File: config.mk
export PLATFORM = sky130hd
export DESIGN_NAME = uart_rx_fifo
export DESIGN_NICKNAME = d
export VERILOG_FILES = /design/src/rtl/uart_pkg.sv /design/src/rtl/uart_baud_tick.sv /design/src/rtl/uart_rx_fifo.sv
export SDC_FILE = /design/constraint.sdc
export NUM_CORES = 1
export LEC_CHECK = 0
export CAP_MARGIN = 15
export CORE_ASPECT_RATIO = 0.5
export CORE_UTILIZATION = 35
export CTS_CLUSTER_DIAMETER = 30
export DETAILED_ROUTE_END_ITERATION = 12
export GPL_TIMING_DRIVEN = 0
export HOLD_SLACK_MARGIN = 0.06
export PLACE_DENSITY = 0.55
export SYNTH_ARGS = -nofsm -noshare
export SYNTH_HDL_FRONTEND = slang
export SYNTH_SLANG_ARGS = --single-unit
File: constraint.sdc
create_clock -name clk -period 2.6 [get_ports clk]
set_clock_uncertainty 0.1 [all_clocks]
set_input_delay 0.26 -clock clk [delete_from_list [all_inputs] [get_ports clk]]
set_output_delay 0.26 -clock clk [all_outputs]
set_load 0.02 [all_outputs]
File: src/rtl/uart_pkg.sv
// Shared UART definitions: receiver FSM states and frame/oversampling constants.
// Latency: n/a (types and constants only).
// Backpressure: n/a.
package uart_pkg;

  typedef enum logic [1:0] {
    IDLE,
    START,
    DATA,
    STOP
  } rx_state_t;

  localparam int OVERSAMPLE = 16;
  localparam int MID_SAMPLE = 7;
  localparam int DATA_BITS  = 8;

endpackage

File: src/rtl/uart_baud_tick.sv
// Oversample tick generator: one-cycle pulse every CLK_HZ/(BAUD*OVERSAMPLE) clocks (truncated).
// Latency: first pulse DIV cycles after reset release, then every DIV cycles.
// Backpressure: none, free-running.
module uart_baud_tick #(
  parameter int CLK_HZ     = 50_000_000,
  parameter int BAUD       = 9600,
  parameter int OVERSAMPLE = 16
) (
  input  logic clk,
  input  logic reset_b,
  output logic tick
);

  localparam int DIV = CLK_HZ / (BAUD * OVERSAMPLE);
  localparam int CW  = (DIV > 1) ? $clog2(DIV) : 1;

  logic [CW-1:0] cnt_q, cnt_d;

  always_comb begin
    tick  = (cnt_q == CW'(DIV - 1));
    cnt_d = tick ? '0 : cnt_q + CW'(1);
  end

  always_ff @(posedge clk or negedge reset_b) begin
    if (!reset_b) begin
      cnt_q <= '0;
    end else begin
      cnt_q <= cnt_d;
    end
  end

endmodule

File: src/rtl/uart_rx_fifo.sv
// UART 8N1 receiver with buffered bytes; UART_RX_FIFO_EN selects a DEPTH-entry FIFO, else one holding register.
// Latency: byte visible one cycle after the stop-bit sample, about 9.5 bit times after the start edge.
// Backpressure: none on the line; a byte arriving with the buffer full (and no pop) is dropped and sets overflow.
module uart_rx_fifo
  import uart_pkg::*;
#(
  parameter int CLK_HZ = 50_000_000,
  parameter int BAUD   = 9600,
  parameter int DEPTH  = 4
) (
  input  logic       clk,
  input  logic       reset_b,
  input  logic       uart_rxd,
  input  logic       rd_en,
  output logic [7:0] rd_data,
  output logic       rx_valid,
  output logic       overflow,
  output logic       frame_err,
  input  logic       clr_err,
  output logic       irq
);

  localparam int BIT_W = $clog2(DATA_BITS);

  if (DEPTH < 2 || DEPTH > 16 || (DEPTH & (DEPTH - 1)) != 0) begin : g_bad_depth
    $error("uart_rx_fifo: DEPTH must be a power of two in 2..16");
  end

  logic                 tick;
  logic [1:0]           sync_q, sync_d;
  logic                 rxd_s;
  rx_state_t            state_q, state_d;
  logic [3:0]           sc_q, sc_d;
  logic [BIT_W-1:0]     bit_q, bit_d;
  logic [DATA_BITS-1:0] shreg_q, shreg_d;
  logic                 armed_q, armed_d;
  logic                 overflow_q, overflow_d;
  logic                 frame_err_q, frame_err_d;
  logic                 push, ferr_set, pop, push_ok, ovf_set;

  uart_baud_tick #(
    .CLK_HZ    (CLK_HZ),
    .BAUD      (BAUD),
    .OVERSAMPLE(OVERSAMPLE)
  ) u_tick (
    .clk    (clk),
    .reset_b(reset_b),
    .tick   (tick)
  );

  always_comb begin
    sync_d = {sync_q[0], uart_rxd};
    rxd_s  = sync_q[1];
  end

  // armed_q blocks a new start after a low stop bit until the line has been seen high.
  always_comb begin
    state_d  = state_q;
    sc_d     = sc_q;
    bit_d    = bit_q;
    shreg_d  = shreg_q;
    armed_d  = armed_q;
    push     = 1'b0;
    ferr_set = 1'b0;
    unique case (state_q)
      IDLE: begin
        if (rxd_s) armed_d = 1'b1;
        if (tick && armed_q && !rxd_s) begin
          state_d = START;
          sc_d    = '0;
        end
      end
      START: if (tick) begin
        if (sc_q == 4'(MID_SAMPLE)) begin
          state_d = rxd_s ? IDLE : DATA;
          sc_d    = '0;
          bit_d   = '0;
        end else begin
          sc_d = sc_q + 4'd1;
        end
      end
      DATA: if (tick) begin
        if (sc_q == 4'(OVERSAMPLE - 1)) begin
          shreg_d = {rxd_s, shreg_q[DATA_BITS-1:1]};
          sc_d    = '0;
          if (bit_q == BIT_W'(DATA_BITS - 1)) state_d = STOP;
          else bit_d = bit_q + BIT_W'(1);
        end else begin
          sc_d = sc_q + 4'd1;
        end
      end
      STOP: if (tick) begin
        if (sc_q == 4'(OVERSAMPLE - 1)) begin
          state_d = IDLE;
          sc_d    = '0;
          if (rxd_s) begin
            push = 1'b1;
          end else begin
            ferr_set = 1'b1;
            armed_d  = 1'b0;
          end
        end else begin
          sc_d = sc_q + 4'd1;
        end
      end
      default: state_d = IDLE;
    endcase
  end

  always_ff @(posedge clk or negedge reset_b) begin
    if (!reset_b) begin
      sync_q  <= 2'b11;
      state_q <= IDLE;
      sc_q    <= '0;
      bit_q   <= '0;
      shreg_q <= '0;
      armed_q <= 1'b1;
    end else begin
      sync_q  <= sync_d;
      state_q <= state_d;
      sc_q    <= sc_d;
      bit_q   <= bit_d;
      shreg_q <= shreg_d;
      armed_q <= armed_d;
    end
  end

`ifdef UART_RX_FIFO_EN
  localparam int AW = $clog2(DEPTH);
  localparam int PW = AW + 1;

  logic [PW-1:0] wptr_q, wptr_d, rptr_q, rptr_d;
  logic [7:0]    mem_q [DEPTH];
  logic [7:0]    mem_d [DEPTH];
  logic          empty, full;

  assign empty    = (wptr_q == rptr_q);
  assign full     = (wptr_q[AW] != rptr_q[AW]) && (wptr_q[AW-1:0] == rptr_q[AW-1:0]);
  assign pop      = rd_en && !empty;
  // A pop in the same cycle frees the slot the incoming byte needs.
  assign push_ok  = push && (!full || pop);
  assign ovf_set  = push && full && !pop;
  assign rd_data  = empty ? 8'h00 : mem_q[rptr_q[AW-1:0]];
  assign rx_valid = !empty;

  always_comb begin
    wptr_d = wptr_q;
    rptr_d = rptr_q;
    mem_d  = mem_q;
    if (pop) rptr_d = rptr_q + PW'(1);
    if (push_ok) begin
      mem_d[wptr_q[AW-1:0]] = shreg_q;
      wptr_d                = wptr_q + PW'(1);
    end
  end

  always_ff @(posedge clk or negedge reset_b) begin
    if (!reset_b) begin
      wptr_q <= '0;
      rptr_q <= '0;
      for (int i = 0; i < DEPTH; i++) mem_q[i] <= '0;
    end else begin
      wptr_q <= wptr_d;
      rptr_q <= rptr_d;
      mem_q  <= mem_d;
    end
  end
`else
  logic       hold_vld_q, hold_vld_d;
  logic [7:0] hold_q, hold_d;

  assign pop      = rd_en && hold_vld_q;
  assign push_ok  = push && (!hold_vld_q || pop);
  assign ovf_set  = push && hold_vld_q && !pop;
  assign rd_data  = hold_vld_q ? hold_q : 8'h00;
  assign rx_valid = hold_vld_q;

  always_comb begin
    hold_vld_d = hold_vld_q;
    hold_d     = hold_q;
    if (pop) hold_vld_d = 1'b0;
    if (push_ok) begin
      hold_vld_d = 1'b1;
      hold_d     = shreg_q;
    end
  end

  always_ff @(posedge clk or negedge reset_b) begin
    if (!reset_b) begin
      hold_vld_q <= 1'b0;
      hold_q     <= '0;
    end else begin
      hold_vld_q <= hold_vld_d;
      hold_q     <= hold_d;
    end
  end
`endif

  // A new error in the same cycle as clr_err stays set.
  always_comb begin
    overflow_d  = ovf_set | (overflow_q & ~clr_err);
    frame_err_d = ferr_set | (frame_err_q & ~clr_err);
  end

  always_ff @(posedge clk or negedge reset_b) begin
    if (!reset_b) begin
      overflow_q  <= 1'b0;
      frame_err_q <= 1'b0;
    end else begin
      overflow_q  <= overflow_d;
      frame_err_q <= frame_err_d;
    end
  end

  assign overflow  = overflow_q;
  assign frame_err = frame_err_q;
  assign irq       = rx_valid;

endmodule
==> load_flow_metrics.sql <==
INSERT INTO impl_metrics (metric_group, metric, value, unit) VALUES
('status', 'status', 'finished clean', ''),
('detailed_routing', 'routed-via-count', '1253', ''),
('clock_tree', 'clockBufferDepth', '2', ''),
('final_layout', 'layout.core_utilization', '0.445', ''),
('worst_setup_path', 'crit_path_frequent_cell', 'ha_1', ''),
('worst_setup_path', 'timing.critical_path.from_type', 'register', ''),
('synth', 'nets_in_the_synthesized_netlist', '172', ''),
('worst_setup_path', 'worst_path_cell_with_the_longest_stage_delay', 'or4bb_1', ''),
('floorplan', 'chipWidth', '106', 'um'),
('synth', 'post_synth_main_area_contributors', 'dfrtp_1 (49%), mux2_2 (9.5%), dfstp_2 (4.2%), ha_1 (3.3%), and2_1 (3.0%)', ''),
('final_layout', 'final-instance-count-excl-fill', '258', ''),
('timing', 'slew-limit-headroom', '0.620', ''),
('global_routing', 'grt_max_degree', '41', ''),
('worst_setup_path', 'end_kind', 'register', ''),
('clock_tree', 'cts_post_setup_buffers_inserted', '0', ''),
('power_and_ir_drop', 'ir_drop', '171', 'uV'),
('global_routing', 'gr-total-overflow', '0', ''),
('timing', 'rsz0062_at_grt', 'false', ''),
('global_routing', 'first_global_vias', '1190', ''),
('worst_setup_path', 'timing.critical_path.to', 'bit_q[0]', ''),
('power_and_ir_drop', 'power_frac_seq', '0.601', ''),
('worst_setup_path', 'r2r_slack', '260', 'ps'),
('global_routing', 'global_route.usage.total', '0.133', ''),
('placement', 'numPlacedInstances', '249', ''),
('placement', 'hpwlAfterDp', '2.28', 'mm'),
('synth', 'synth_fa_ha_area_frac', '0.0329', ''),
('worst_setup_path', 'path_depth', '6', ''),
('floorplan', 'design.portCount', '17', ''),
('final_layout', 'n_fill_cell', '475', ''),
('clock_tree', 'numClockSinks', '40', ''),
('synth', 'fraction_of_the_mapped_netlist_area_in_simple_logic_gates', '0.219', ''),
('timing', 'setup-violations-final', '0', ''),
('synth', 'yosys-mux-area-fraction', '0.0949', ''),
('synth', 'dominant_combinational_cell_family_by_area_after_synthesis', 'simple AND/OR/NAND/NOR gates', ''),
('floorplan', 'dieHeight', '54.1', 'um'),
('floorplan', 'fp.dieArea', '0.00574', 'mm^2'),
('timing', 'fin_tns_setup', '0', 'ps'),
('worst_setup_path', 'rr_endpoint', 'bit_q[0]', ''),
('clock_tree', 'post_cts_resize_count', '0', ''),
('synth', 'number_of_enable_type_register_cells_in_the_synthesized_netlist', '0', ''),
('timing', 'maxClockFrequency', '427', 'MHz'),
('floorplan', 'placement_rows', '18', ''),
('worst_setup_path', 'critPathLaunch', 'bit_q[0]', ''),
('worst_setup_path', 'crit_family', 'compound AO/OA/AOI/OAI gates', ''),
('synth', 'synth_sequential_area_ratio', '0.529', ''),
('detailed_routing', 'post_drt_via_cell_ratio', '4.86', ''),
('worst_setup_path', 'number_of_buffers_and_inverters_on_the_critical_path', '0', ''),
('final_layout', 'drive_above_1_share', '0.213', ''),
('power_and_ir_drop', 'p_comb_frac', '0.022', ''),
('synth', 'synth-seq-cells', '40', ''),
('min_path', 'worst_hold_path.num_cells', '0', ''),
('clock_tree', 'cts_root_buffer', 'clkbuf_8', ''),
('power_and_ir_drop', 'switching_share', '0.212', ''),
('floorplan', 'initial_core_util', '0.375', ''),
('worst_setup_path', 'path_class', 'reg2reg', ''),
('detailed_routing', 'detail_route.drc_violations', '0', ''),
('final_layout', 'n_antenna_cell', '0', ''),
('synth', 'async_flop_share', '1.00', ''),
('synth', 'area_share_of_the_leading_cell_type_in_the_synthesized_netlist', '0.487', ''),
('global_routing', 'antenna_violations_before_repair', '0', ''),
('final_layout', 'nets', '197', ''),
('detailed_routing', 'detail-route-antenna-nets', '0', ''),
('power_and_ir_drop', 'net-switching-power', '221', 'uW'),
('clock_tree', 'tritoncts', 'built', ''),
('synth', 'synth-xor-area-share', '0.0369', ''),
('timing', 'final.period_utilization', '0.901', ''),
('synth', 'post-synth-top-count-cell', 'dfrtp_1', ''),
('detailed_routing', 'total_detailed_routing_wirelength', '3.30', 'mm'),
('min_path', 'hp-start', 'sync_q[0]', ''),
('timing', 'finalCriticalPeriod', '2340', 'ps'),
('synth', 'synth.largest_area_cell', 'dfrtp_1', '');
-- layer usage --
metal,track usage,part of all wire,vias up
met5,0,0,-
met4,0.0463,0,0
met3,0.0363,0.029,0
met2,0.207,0.45,18
met1,0.181,0.52,611
li1,-,-,624
-- cells in the final DEF (no fill, tap or decap), types with 2 or more instances in the layout --
cell type / instances
a211o_1: 2
a21oi_1: 3
a22o_1: 2
and2_1: 9
and3_1: 4
and4_1: 3
buf_2: 3
buf_4: 2
clkbuf_8: 5
clkdlybuf4s50_1: 15
dfrtp_1: 37
dfstp_2: 3
ha_1: 5
inv_1: 4
mux2_2: 16
nand2_1: 9
nand2b_1: 4
nand3_1: 6
nand4_1: 3
nor2_1: 9
nor2b_1: 3
nor4_1: 2
o21ai_0: 6
or2_2: 2
or4bb_1: 2
xnor2_1: 5
xor2_1: 3
-- through the flow --
stage	hold slack (ps)	setup slack (ps)	instance area [um^2]
2_1_floorplan	-136	490	1900
3_5_place_dp	147	252	2160
5_1_grt	268	109	2260
4_1_cts	261	242	2260
6_report	260	259	2260
3_3_place_gp	248	142	2150
-- worst min path at each step --
stage                            endpoint  slack (ps)
2_1_floorplan  asynchronous set/reset pin        -140
3_3_place_gp                    sync_q[1]         250
3_5_place_dp                     bit_q[2]         150
4_1_cts                         sync_q[1]         260
5_1_grt                         sync_q[1]         270
6_report                        sync_q[1]         260
-- layout make-up --
class | instances | area [um^2] | area share
Multi-Input combinational cell | 114 | 855 | 0.379
Buffer | 4 | 25.0 | 0.0111
Clock buffer | 6 | 72.6 | 0.0322
Tap cell | 70 | 87.6 | 0.0388
Sequential cell | 40 | 1000 | 0.445
Clock inverter | 2 | 12.5 | 0.00554
Timing Repair Buffer | 18 | 185 | 0.0820
Inverter | 4 | 15.0 | 0.00665
-- cells by family after synthesis --
group / after synthesis
AOI/OAI and AO/OA: 19
xor gates and xnor gates: 8
adders and majority gates: 5
buffers and inverters: 8
DFF: 40
muxes: 16
and+or+nand+nor: 66
-- sequential cells by signal, summed over array words and instances, names as in the netlist, named ones only --
register,flops
bit_q,3
irq,1
overflow,1
u_tick.cnt_q,9
state_q,1
hold_q,8
sync_q,2
shreg_q,8
armed_q,1
frame_err,1
sc_q,4
-- power groups by stage --
stage	logic (mW)	clock network (mW)	registers (mW)
2_1_floorplan	0.00134	0	0.638
3_3_place_gp	0.0202	0	0.638
3_5_place_dp	0.0232	0	0.638
4_1_cts	0.0243	0.410	0.626
5_1_grt	0.0268	0.436	0.626
6_report	0.0230	0.393	0.626
-- repair_timing --
item,in CTS,in global routing
endpoints found under the hold margin,37,0
setup endpoints to repair,0,0
hold buffers,1,0
Power figures use the tool's default switching activity.
==> variant 1: new RTL, same flow settings <==
`OVERSAMPLE` is set to 16 in 2 places; all go to 8.
--- a/src/rtl/uart_pkg.sv
+++ b/src/rtl/uart_pkg.sv
@@ -10,7 +10,7 @@
     STOP
   } rx_state_t;
 
-  localparam int OVERSAMPLE = 16;
+  localparam int OVERSAMPLE = 8;
   localparam int MID_SAMPLE = 7;
   localparam int DATA_BITS  = 8;
 
--- a/src/rtl/uart_baud_tick.sv
+++ b/src/rtl/uart_baud_tick.sv
@@ -4,7 +4,7 @@
 module uart_baud_tick #(
   parameter int CLK_HZ     = 50_000_000,
   parameter int BAUD       = 9600,
-  parameter int OVERSAMPLE = 16
+  parameter int OVERSAMPLE = 8
 ) (
   input  logic clk,
   input  logic reset_b,
Function: no difference found for any inputs over 10 cycles, from zero or initial values and one cycle with reset_b low; that may be too few to reach the edited logic, so the function may still have changed.
==> variant 1 against the original RTL <==
  * Area after synthesis did not move
  * Total power rose by 2.7%
  * Sequential cell count is 1 higher
  * Wire length down 5.2%
  * Global-route usage down 0.59 points
  * Count of clock-buffer cells in the layout decreased by 1
  * Design area barely moved
  * Worst setup slack improved by 0.16 ns
  * First-iteration DRC count is 33% higher
  * Largest power group unchanged
==> variant 1: results (changes against the original RTL) <==
| Metric | Value |
|---|---|
| Number of instances in the placed design | `240 (-3.6%)` |
| Synth top area cells | `dfrtp_1 (50%), mux2_4 (6.3%), mux2_2 (5.9%), dfstp_2 (4.2%), ha_1 (3.3%)` |
| Slowest-stage cell, CP | `nor3_2` |
| Vias in the first global route | `1162 (-2.4%)` |
| Multi-input combinational area share | `0.363 (-0.0157)` |
| Tot Pwr | `1.07 mW (+2.7%)` |
| Register area | `0.00103 mm^2 (+2.5%)` |
| Highest metal used | `met4` |
| Clock share of power | `0.378 (about the same)` |
| CP Max Fanout | `8 (+4)` |
| Sequential fraction of the synthesis area | `0.542 (+0.0132)` |
| Status | `complete, no violations` |
| Detailed placement HPWL | `2230 um (-2.2%)` |
| WL met2 | `1370 um (-8.2%)` |
| Grt met2 use | `0.201 (-0.00541)` |
| Routability cong. | `0.729 (-2.6%)` |
| Post-synth top cells | `dfrtp_1 (38), mux2_2 (10), nand3_1 (10)` |
| Top flop regs | `u_tick.cnt_q: 10 flops, hold_q: 8 flops, shreg_q: 8 flops` |
| FF-to-FF Start | `u_tick.cnt_q[2]` |
| Buffers, non-clock | `24 (+9.1%)` |
| Multi-input comb cells | `102 (-11%)` |
| DR iter-0 viols | `44 (+33%)` |
| Layout Nets | `188 (-4.6%)` |
| Lkg Pwr | `1.04 nW (+0.78%)` |
| Wire length on met3 | `105 um (+8.2%)` |
variant 1: cell types whose count changed after synthesis, sizes merged, moves of 3 or more:
cell and change:
o31ai +5, clkbuf +3, nand2 -5, nand3 +3
variant 1: path summary, 6_finish.rpt:
check | to | slack (ns) | cells after the start
worst min-delay path | bit_q[0] | 0.24 | 2
max in group asynchronous | sync_q[1] | 1.67 | 3
worst max-delay path | shreg_q[3] | 0.42 | 4
min in group clk | sync_q[1] | 0.26 | 0
worst max register to register | shreg_q[3] | 0.42 | 4
worst min register to register | sync_q[1] | 0.26 | 0
variant 1: cell families (layout without fill, tap and decap cells):
| family | after synthesis | count (layout) |
|---|---|---|
| and+or+nand+nor | 53 | 53 |
| DFF | 41 | 41 |
| muxes | 19 | 19 |
| AOI/OAI and AO/OA | 18 | 18 |
| buffers and inverters | 10 | 36 |
| xor gates and xnor gates | 7 | 7 |
| adders and majority gates | 5 | 5 |
==> variant 2: new RTL, config.mk and constraints unchanged <==
Without the edit above. Put a register stage on the outputs `rd_data` and `irq`, with the module's reset. The values now appear one clock later. The other outputs are not delayed to match.
--- a/src/rtl/uart_rx_fifo.sv
+++ b/src/rtl/uart_rx_fifo.sv
@@ -172,7 +172,6 @@
   assign pop      = rd_en && hold_vld_q;
   assign push_ok  = push && (!hold_vld_q || pop);
   assign ovf_set  = push && hold_vld_q && !pop;
-  assign rd_data  = hold_vld_q ? hold_q : 8'h00;
   assign rx_valid = hold_vld_q;
 
   always_comb begin
@@ -214,6 +213,14 @@
 
   assign overflow  = overflow_q;
   assign frame_err = frame_err_q;
-  assign irq       = rx_valid;
+  always_ff @(posedge clk or negedge reset_b) begin
+    if (!reset_b) begin
+      rd_data <= '0;
+      irq     <= '0;
+    end else begin
+      rd_data <= hold_vld_q ? hold_q : 8'h00;
+      irq     <= rx_valid;
+    end
+  end
 
 endmodule
Formal check against the unedited RTL: same outputs for any inputs over 10 cycles, from zero or initial values and one cycle with reset_b low; that may be too few to reach the edited logic, so the function may still have changed.
==> variant 2 against the original RTL <==
  * Global-route usage decreased by 0.60 points
  * Area after synthesis up 9.4%
  * Wire length increased by 2.9%
  * Largest power group unchanged
  * Design area up 12%
  * Clock power grew 88%
  * Total power grew 47%
  * The run now ends with DRC left
  * Worst setup slack better by 0.052 ns
  * Sequential cell count is 9 higher
  * Critical path type unchanged
  * First-iteration DRC count rose to 3.1 times the old value
==> variant 2: results (changes against the original RTL) <==
| Metric | Value |
|---|---|
| Switching Share | `0.196 (-0.0162)` |
| Ant. Diodes | `0 (unchanged)` |
| Max IR drop VDD | `0.000227 V (+33%)` |
| Clock Path Buffers | `2 (unchanged)` |
| Post-CTS setup buffers | `0 (unchanged)` |
| CTS clock-pin slew for the worst setup and hold paths | `0.06 ns` |
| Antenna violations before repair | `0 (unchanged)` |
| Detailed placement HPWL | `2330 um (+2.0%)` |
| Syn Nets | `174 (+1.2%)` |
| Post-synth top cells | `dfrtp_1 (46), nand2_1 (12), and2_1 (11)` |
| Residual DRC | `6 (+6)` |
| Slowest-stage cell, CP | `or4_4` |
| Avg Inst Size Synth | `12.7 um^2 (+8.0%)` |
| Avg WL per Cell | `12.9 um (+0.95%)` |
| Placed cell area | `0.00234 mm^2 (+8.4%)` |
| Layout Nets | `199 (+1.0%)` |
| Fraction of registers with async set/reset | `1.00 (unchanged)` |
| DR iter-0 viols | `103 (+210%)` |
| Routability cong. | `0.760 (+1.6%)` |
| Layout cells sized above 1 | `0.195 (-0.0180)` |
| Global-route wire length before repair | `6130 um (+7.0%)` |
| Largest Register | `u_tick.cnt_q` |
| CP Max Fanout | `10 (+6)` |
| GRT Total Usage | `0.127 (-0.00597)` |
| # port buffers | `16 (unchanged)` |
| Vias | `1287 (+2.7%)` |
| Largest net degree at the start of global routing | `39 (-4.9%)` |
| Place WS | `0.303 ns (+0.0514 ns)` |
| Post-CTS sizing | `0 (unchanged)` |
| Sequential fraction of the synthesis area | `0.592 (+0.0632)` |
| Synth top area cells | `dfrtp_1 (55%), mux2_2 (5.4%), mux2_4 (5.1%), dfstp_2 (3.8%), and2_1 (3.3%)` |
| Clock latency on the worst-skew pair | `0.29 ns (about the same)` |
| Top Family by Delay on Critical Path | `simple AND/OR/NAND/NOR gates` |
| Class of the tightest hold or removal check | `reg -> reg` |
| First-pass DRT Iterations | `7 (+3)` |
| Number of instances in the placed design | `254 (+2.0%)` |
| Status | `finished, violations left` |
| Lkg Pwr | `1.17 nW (+13%)` |
| Failing checks | `DRC` |
| Clock Root Buffer | `clkbuf_16` |
| Max incr delay on CP | `0.55 ns (+0.08 ns)` |
| Primary FF master, synth | `dfrtp_1` |
| Distinct cells, synth | `38 (-7.3%)` |
| Worst Tran Pin Value | `0.550 ns (-0.0154 ns)` |
| Worst Path Arrival | `2.36 ns (-0.05 ns)` |
| Drt total wl | `3400 um (+2.9%)` |
-- variant 2: cells by family after synthesis --
group,after synthesis,synth area share
adders and majority gates,5,0.0301
and+or+nand+nor,55,0.155
AOI/OAI and AO/OA,18,0.0554
DFF,49,0.592
buffers and inverters,11,0.0241
xor gates and xnor gates,8,0.0337
muxes,18,0.110
-- variant 2: power by group through the flow --
stage / registers, mW / logic [mW] / clock network (mW)
after floorplan: 0.781 / 0.000974 / 0
after global placement: 0.781 / 0.0223 / 0
after detailed placement: 0.781 / 0.0262 / 0
after CTS: 0.767 / 0.0273 / 0.759
after global routing: 0.766 / 0.0298 / 0.793
final: 0.767 / 0.0255 / 0.737
-- variant 2: path summary, 6_finish.rpt --
| path | from | to | slack (ns) | cells past startpoint |
|---|---|---|---|---|
| hold / removal | sync_q[0] | sync_q[1] | 0.26 | 0 |
| setup reg to reg | u_tick.cnt_q[0] | shreg_q[1] | 0.31 | 7 |
| setup / recovery | u_tick.cnt_q[0] | shreg_q[1] | 0.31 | 7 |
| min in group asynchronous | reset_b | irq | 0.29 | 2 |
| max in group asynchronous | reset_b | armed_q | 1.54 | 3 |
| hold reg to reg | sync_q[0] | sync_q[1] | 0.26 | 0 |
-- variant 2: layer usage --
metal / global-route usage / vias up / part of all wire
met4: 0.0528 / 0 / 0.017
met1: 0.166 / 647 / 0.50
met2: 0.199 / 16 / 0.45
met5: 0 / - / 0
met3: 0.0356 / 7 / 0.032
li1: - / 617 / -
-- variant 2: timing repair --
action	CTS	global route
endpoints found under the hold margin	11	0
hold buffers	1	0
endpoints found under the setup margin	0	0
-- variant 2: area by class of cell --
cell class,count,area (um^2)
clock inverter,3,43.8
clock buffer,5,125
sequential,49,1230
timing repair buffer,18,185
inverter,6,22.5
fill,521,3090
multi-input combinational,104,797
tap,73,91.3
buffer,5,27.5
